`src/rtl/mini16_rr_arbiter_if.sv`:
```
// Requester bank and shared write port of the round-robin arbiter.
interface mini16_rr_arbiter_if #(
   parameter int REQ_N    = 8,
   parameter int WIDTH_A  = 13,
   parameter int WIDTH_D  = 16,
   parameter int WIDTH_ID = $clog2(REQ_N)
);
   logic [REQ_N-1:0]         req_valid;
   logic [REQ_N*WIDTH_A-1:0] req_addr;
   logic [REQ_N*WIDTH_D-1:0] req_data;
   logic [REQ_N-1:0]         req_ready;
   logic                     out_valid;
   logic [WIDTH_A-1:0]       out_addr;
   logic [WIDTH_D-1:0]       out_data;
   logic [WIDTH_ID-1:0]      out_id;
   logic                     out_ready;

   modport slave (
      input  req_valid, req_addr, req_data, out_ready,
      output req_ready, out_valid, out_addr, out_data, out_id
   );

   modport master (
      output req_valid, req_addr, req_data, out_ready,
      input  req_ready, out_valid, out_addr, out_data, out_id
   );
endinterface

```
`src/rtl/mini16_rr_arbiter.sv`:
```
// Round-robin arbiter: REQ_N requesters share one registered write slot.
module mini16_rr_arbiter #(
   parameter int REQ_N    = 8,
   parameter int WIDTH_A  = 13,
   parameter int WIDTH_D  = 16,
   parameter int WIDTH_ID = $clog2(REQ_N)
) (
   input  logic               clk,
   input  logic               reset,
   mini16_rr_arbiter_if.slave bus
);
   // one spare bit so last_grant + offset never overflows before wrap
   localparam int SW = WIDTH_ID + 1;

   logic                slot_valid;
   logic [WIDTH_A-1:0]  slot_addr;
   logic [WIDTH_D-1:0]  slot_data;
   logic [WIDTH_ID-1:0] slot_id;
   logic [WIDTH_ID-1:0] last_grant;

   logic                load_en;
   logic                found;
   logic [WIDTH_ID-1:0] winner;
   logic [SW-1:0]       cand;
   logic [REQ_N-1:0]    ready;

   assign load_en = !slot_valid || bus.out_ready;

   always_comb begin
      winner = last_grant;
      found  = 1'b0;
      cand   = '0;
      for (int k = 1; k <= REQ_N; k++) begin
         cand = SW'(last_grant) + SW'(k);
         if (cand >= SW'(REQ_N)) begin
            cand = cand - SW'(REQ_N);
         end
         if (!found && bus.req_valid[cand[WIDTH_ID-1:0]]) begin
            found  = 1'b1;
            winner = cand[WIDTH_ID-1:0];
         end
      end
   end

   always_comb begin
      ready = '0;
      if (load_en && found && !reset) begin
         ready[winner] = 1'b1;
      end
   end

   always_ff @(posedge clk) begin
      if (reset) begin
         slot_valid <= 1'b0;
         slot_addr  <= '0;
         slot_data  <= '0;
         slot_id    <= '0;
         last_grant <= WIDTH_ID'(REQ_N - 1);
      end else if (load_en) begin
         slot_valid <= found;
         if (found) begin
            slot_addr  <= bus.req_addr[int'(winner)*WIDTH_A +: WIDTH_A];
            slot_data  <= bus.req_data[int'(winner)*WIDTH_D +: WIDTH_D];
            slot_id    <= winner;
            last_grant <= winner;
         end
      end
   end

   assign bus.req_ready = ready;
   assign bus.out_valid = slot_valid;
   assign bus.out_addr  = slot_addr;
   assign bus.out_data  = slot_data;
   assign bus.out_id    = slot_id;
endmodule

```
`src/flat_wrapper.sv`:
```
// flat-port wrapper written by rule: the top's interface ports become plain ports
module mini16_rr_arbiter_flat 
#(
   parameter int REQ_N    = 8,
   parameter int WIDTH_A  = 13,
   parameter int WIDTH_D  = 16,
   parameter int WIDTH_ID = $clog2(REQ_N)
)
  (clk, reset, bus_req_valid, bus_req_addr, bus_req_data, bus_out_ready, bus_req_ready, bus_out_valid, bus_out_addr, bus_out_data, bus_out_id);
  mini16_rr_arbiter_if #(.REQ_N(REQ_N), .WIDTH_A(WIDTH_A), .WIDTH_D(WIDTH_D), .WIDTH_ID(WIDTH_ID)) bus_i ();
  input  logic clk;
  input  logic reset;
  input wire logic [$bits(bus_i.req_valid)-1:0] bus_req_valid;
  input wire logic [$bits(bus_i.req_addr)-1:0] bus_req_addr;
  input wire logic [$bits(bus_i.req_data)-1:0] bus_req_data;
  input wire logic [$bits(bus_i.out_ready)-1:0] bus_out_ready;
  output wire logic [$bits(bus_i.req_ready)-1:0] bus_req_ready;
  output wire logic [$bits(bus_i.out_valid)-1:0] bus_out_valid;
  output wire logic [$bits(bus_i.out_addr)-1:0] bus_out_addr;
  output wire logic [$bits(bus_i.out_data)-1:0] bus_out_data;
  output wire logic [$bits(bus_i.out_id)-1:0] bus_out_id;
  assign bus_i.req_valid = bus_req_valid;
  assign bus_i.req_addr = bus_req_addr;
  assign bus_i.req_data = bus_req_data;
  assign bus_i.out_ready = bus_out_ready;
  assign bus_req_ready = bus_i.req_ready;
  assign bus_out_valid = bus_i.out_valid;
  assign bus_out_addr = bus_i.out_addr;
  assign bus_out_data = bus_i.out_data;
  assign bus_out_id = bus_i.out_id;
  mini16_rr_arbiter #(.REQ_N(REQ_N), .WIDTH_A(WIDTH_A), .WIDTH_D(WIDTH_D), .WIDTH_ID(WIDTH_ID)) u_core (.clk(clk), .reset(reset), .bus(bus_i));
endmodule
```
`config.mk`:
```
export PLATFORM = sky130hd
export DESIGN_NAME = mini16_rr_arbiter_flat
export DESIGN_NICKNAME = d
export VERILOG_FILES = /design/src/rtl/mini16_rr_arbiter_if.sv /design/src/rtl/mini16_rr_arbiter.sv /design/src/flat_wrapper.sv
export SDC_FILE = /design/constraint.sdc
export NUM_CORES = 1
export LEC_CHECK = 0
export ABC_AREA = 0
export BUFFER_PORTS_ARGS = -buffer_cell sky130_fd_sc_hd__buf_4
export CAP_MARGIN = 20
export CORE_ASPECT_RATIO = 0.6
export CORE_MARGIN = 4
export CORE_UTILIZATION = 44
export DETAILED_ROUTE_END_ITERATION = 12
export HOLD_SLACK_MARGIN = 0.03
export PLACE_DENSITY = 0.79
export SYNTH_ARGS = -nofsm -noshare
export SYNTH_HDL_FRONTEND = slang
export SYNTH_SLANG_ARGS = --single-unit
```
`constraint.sdc`:
```
create_clock -name clk -period 4.54 [get_ports clk]
set_input_delay 0.908 -clock clk [delete_from_list [all_inputs] [get_ports clk]]
set_output_delay 0.908 -clock clk [all_outputs]
set_load 0.02 [all_outputs]
```
After elaboration in Yosys (flattened, before gate mapping)
Index checks and enable logic that the tools add are counted.
- output and inout bits: 41
- register bits: 36
- input bits: 243
- shift operators: 2
- multipliers: 1
- multiplexer cells: 43
- add/sub/neg operators: 16
- magnitude comparators: 18
- reduce and logical (&&, ||, !) cells: 21
- operators with widths (cell ; count):
    128-bit by 8-bit variable part select with 16-bit output ; 1
    104-bit by 32-bit variable part select with 13-bit output ; 1
    3-bit 2-to-1 mux ; 16
    3-bit by 4-bit < comparator with 1-bit output, second input constant ; 9
    4-bit >= comparator, second input constant ; 8
    1-bit binary-select mux with 3-bit select ; 8
    3-bit by 1-bit subtractor with 3-bit output, second input constant ; 8
    1-bit 2-to-1 mux ; 17
    3-bit by 3-bit adder with 4-bit output, second input constant ; 4
    1-bit logical AND ; 10
    1-bit logical NOT ; 9
    3-bit by 2-bit adder with 4-bit output, second input constant ; 2
    8-bit 2-to-1 mux ; 1
    3-bit by 4-bit multiplier with 7-bit output, second input constant ; 1
    3-bit by 1-bit adder with 4-bit output, second input constant ; 1
    3-bit by 4-bit adder with 4-bit output, second input constant ; 1
    1-bit demux with 3-bit select ; 1
    3-bit by 1-bit >= comparator with 1-bit output, second input constant ; 1
    2-bit AND reduction ; 1
    1-bit logical OR ; 1

Depth between registers and ports, before layout
- word-level depth: 32
- mapped depth: 17
- mapped depth without buffers: 10

Worst setup path after synthesis
OpenSTA, ideal clock, no wires.
- kind: register to output
- start point: reg u_core.last_grant[0]
- end point: out bus_req_ready[2]
- stages on the path, launching flop included: 16
- data required time: 3632 ps
- setup slack: -215 ps
- arrival time: 3847 ps
- cell sequence: dfxtp_1 buf_6 inv_2 clkbuf_1 buf_1 ha_1 buf_4 mux4_2 mux2_2 a32oi_2 a22o_1 nand3_1 and2_1 buf_2 buf_2 nor3_1
- cells in the longest elaborated chain, start to end: 32
- elaborated cells between the ends (all ways): 86
- those cells by class: add/sub: 16; order compare: 10; mux: 43; reduce/logical: 17
- RTL lines (element ; RTL line ; source):
    from (decl) ; mini16_rr_arbiter.sv:19 ; logic [WIDTH_ID-1:0] last_grant;
    from (signal assigned) ; mini16_rr_arbiter.sv:58 ; last_grant <= WIDTH_ID'(REQ_N - 1);
    from (signal assigned) ; mini16_rr_arbiter.sv:65 ; last_grant <= winner;
    3-bit by 1-bit adder with 4-bit output ; mini16_rr_arbiter.sv:34 ; cand = SW'(last_grant) + SW'(k);
    4-bit >= comparator or 3-bit by 1-bit subtractor with 3-bit output (tied branches) ; mini16_rr_arbiter.sv:35, mini16_rr_arbiter.sv:36 ;
    3-bit 2-to-1 mux ; mini16_rr_arbiter.sv:35 ; if (cand >= SW'(REQ_N)) begin
    1-bit binary-select mux with 3-bit select ; mini16_rr_arbiter.sv:38 ; if (!found && bus.req_valid[cand[WIDTH_ID-1:0]]) begin
    1-bit 2-to-1 mux (implied by the code) ; mini16_rr_arbiter.sv:38 ;
    1-bit 2-to-1 mux ; mini16_rr_arbiter.sv:38 ;
    1-bit logical NOT ; mini16_rr_arbiter.sv:38 ;
    1-bit logical AND ; mini16_rr_arbiter.sv:38 ;
    (+16 left out) ; - ;
    1-bit logical NOT ; mini16_rr_arbiter.sv:38 ;
    1-bit logical AND ; mini16_rr_arbiter.sv:38 ;
    3-bit 2-to-1 mux ; mini16_rr_arbiter.sv:38 ;
    3-bit by 4-bit < comparator with 1-bit output (implied by the code) or 3-bit by 1-bit >= comparator with 1-bit output (tied branches) ; mini16_rr_arbiter.sv:48 ; ready[winner] = 1'b1;
    1-bit logical AND (implied by the code) ; mini16_rr_arbiter.sv:48 ;
    1-bit 2-to-1 mux (implied by the code) ; mini16_rr_arbiter.sv:48 ;
    1-bit demux with 3-bit select ; - ;
    8-bit 2-to-1 mux (*) ; mini16_rr_arbiter.sv:47 ; if (load_en && found && !reset) begin
    to (decl) ; flat_wrapper.sv:17 ; output wire logic [$bits(bus_i.req_ready)-1:0] bus_req_ready;
Every way passes the cells marked *; elsewhere a longest branch is shown, timed or not. The select of a mux whose other input is x is not followed.

Final worst setup path
- start point: reg u_core.last_grant[0]
- end point: out bus_req_ready[4]
Same word-level chain as after synthesis.

==> flow_metrics.tcl <==
set metrics [dict create \
    outcome "finished, final reports clean" \
    path_cells "inv_2, ha_4, mux4_2, mux2i_1, a32oi_1, buf_4, o32ai_1, a22oi_1, o21bai_1, nor3b_4, and3_1, buf_4" \
    post_cts_buffers 0 \
    numCtsBuffers 5 \
    wl_um 29000 \
    setup_slack_ns 0.194 \
    die_x_um 160 \
    syn-num-nets 1141 \
    antenna_found_initial 0 \
    drt-initial-drc-count 1151 \
    finClkSkew_ns 0.00673 \
    syn_inst 896 \
    tightest_slew_ns 0.707 \
    grt_max_degree 95 \
    syn_area_mm2 0.00611 \
    dp_cells 1282 \
    area_growth_pct 38.7 \
    place_congestion 0.998 \
    vdd_drop_max_uv 991 \
    grt_pass1_vias 7464 \
    core_mm2 0.0136 \
    grt-ovfl-total 0 \
    slew-limit-headroom 0.528 \
    via_per_inst 6.49 \
    grt_util_all_layers 0.339 \
    critPathMostFrequentCell "buf_4" \
    cpPeakStageDelay_ns 0.52 \
    clkSinkCount 36 \
    finalCritPeriodShare 0.957 \
    setup_viol 0 \
    cts_hold_buffers 0 \
    drt-wirelength-per-cell_um 22.5 \
    clock-root-buffer "clkbuf_16" \
    crit_family "multiplexers" \
    path_clk_slew_ns 0.05 \
    internal-power_mw 3.44 \
    insertion_delay_ns 0.28 \
    min_period_ns 4.35 \
    hold_violations 0 \
    power.total_mw 8.48 \
    swShare 0.594 \
    crit_path_start_kind "register" \
    p_sw_mw 5.04 \
    setup.worst_path.class "reg -> out" \
    post-synth-top-area-cell "dfxtp_1" \
    hp-class "reg -> reg" \
    p_seq_frac 0.068 \
    async_reset_ff_frac 0 \
    grt_setup_unrepaired "no" \
    port-buffer-count 283 \
    pre_cts_slack_ns 0.256 \
    ys_ff_latch 36 \
    cts_buffer_depth 2 \
    stdcell_count 1289 \
    cp_slowest_cell "mux4_2" \
    end_kind "primary output" \
    chipHeight_um 99.3 \
    ys_warn_count 0 \
    dr_total_vias 8365 \
    ioPinCount 284 \
    drc 0 \
    finalMaxSlewViolations 0 \
    ant_nets 0 \
    comb_power_share 0.892 \
    powerDensity_mw_per_mm2 999 \
    p_leak_nw 3.82 \
    drive_gt1_frac 0.339 \
    synth_edf_count 0 \
    synthTopCellsByArea "dfxtp_1 12%, nand2_1 11%, a32oi_1 8.3%, mux4_2 6.6%, a32o_1 5.1%" \
    num_antenna_cells 0 \
    final_nets 1359 \
    synth_flop_cell "dfxtp_1" \
    fin_tns_setup_ns 0 \
    maxCapViolations 0 \
    p_clk_frac 0.040 \
    worstPathArrival_ns 3.44 \
    dieArea_mm2 0.0159 \
    grt_pass1_wl_um 43500 \
    netlist_top_cells_count "186 x nand2_1, 65 x clkbuf_1, 61 x nand3_1, 58 x a32oi_1" \
    max_freq_mhz 230 \
    cp.required_ns 3.63 \
    start_util 0.449 \
    first_pass_iters 6 \
    ys_types 60 \
    cts-resized-gates 1 \
    crit_fanout 13 \
    avgSynthCellArea_um2 6.82 \
    rows 33 \
    hpwl_um 21400 \
    cts_tree "done" \
    synth_top_cell_area_share 0.118 \
    synth_seq_area_share 0.118 \
    path_buf_inv 3 \
    synth_most_common_cell "nand2_1" \
    htree_levels 2 \
]
## tightest hold or removal path: cells and delay by family, from the launching register on
family	cells	cell delay (ns)
DFF	1	0.32
AOI/OAI and AO/OA	1	0.06
and+or+nand+nor	1	0.06
## logic make-up (layout without fill, tap and decap cells)
family | after synthesis | count (layout) | synth area share
AO/OA/AOI/OAI | 296 | 296 | 0.372
XOR/XNOR | 4 | 4 | 0.00573
adder cells (fa/ha/maj) | 2 | 2 | 0.00409
buffers and inverters | 146 | 364 | 0.106
flip-flops | 36 | 36 | 0.118
multiplexers | 37 | 37 | 0.0986
AND/OR/NAND/NOR | 375 | 375 | 0.297
## registers in the layout (all words and copies together), names as in the netlist
| name | count |
|---|---|
| u_core.last_grant | 3 |
| u_core.bus.out_valid | 1 |
| u_core.bus.out_id | 3 |
| u_core.bus.out_addr | 13 |
| u_core.bus.out_data | 16 |
## layout by cell type (no fill, tap or decap), drive strengths merged, types with 3 or more instances in the layout
| cell type | n |
|---|---|
| and2 | 31 |
| buf | 320 |
| nand3 | 62 |
| nand2b | 3 |
| nor3b | 5 |
| clkbuf | 6 |
| a21oi | 8 |
| mux4 | 18 |
| a211oi | 30 |
| nand2 | 186 |
| inv | 37 |
| a32oi | 59 |
| and4 | 28 |
| nor3 | 7 |
| a32o | 31 |
| nor2 | 39 |
| a221oi | 28 |
| mux2 | 3 |
| a22oi | 33 |
| o21ai | 63 |
| dfxtp | 36 |
| and3 | 6 |
| o211ai | 30 |
| nor2b | 3 |
| mux2i | 16 |
## cell type report
class | count | area [um2]
clock buffers | 6 | 129
inverters | 37 | 139
repair buffers | 320 | 2410
well taps | 175 | 219
flip-flops and latches | 36 | 724
fillers | 1246 | 5140
multi-input cells | 714 | 4860
clock inverters | 1 | 5.00
## power groups by stage
stage	Clock (mW)	Combinational, mW	Sequential [mW]
6_report	0.335	7.56	0.580
5_1_grt	0.348	8.07	0.593
4_1_cts	0.337	7.32	0.575
3_5_place_dp	0	7.30	0.581
3_3_place_gp	0	7.29	0.581
2_1_floorplan	0	5.12	0.649
## metrics by stage
step	hold slack [ns]	utilization	area, um2
after floorplan	0.535	-	6160
after global placement	0.478	0.611	8330
after detailed placement	0.484	0.611	8330
after CTS	0.492	0.621	8460
after global routing	0.505	0.623	8480
final	0.486	0.623	8480
## worst paths after layout
check                                           from                      to  slack (ns)  cells after the start
worst max-delay path            u_core.last_grant[0]        bus_req_ready[4]        0.19                     12
worst max register to register  u_core.last_grant[0]  u_core.bus.out_addr[6]        0.52                     12
worst min register to register  u_core.bus.out_id[1]    u_core.bus.out_id[1]        0.49                      2
worst min-delay path            u_core.bus.out_id[1]    u_core.bus.out_id[1]        0.49                      2
## per-layer routing
layer  wire [um]  GRT usage  vias to the layer above
li1            -          -                     3849
met1       12100      0.486                     3890
met2       12000      0.492                      587
met3        4440      0.128                       39
met4         474     0.0555                        0
met5           0          0                        -
No activity file was read; power rests on OpenSTA's default activity.
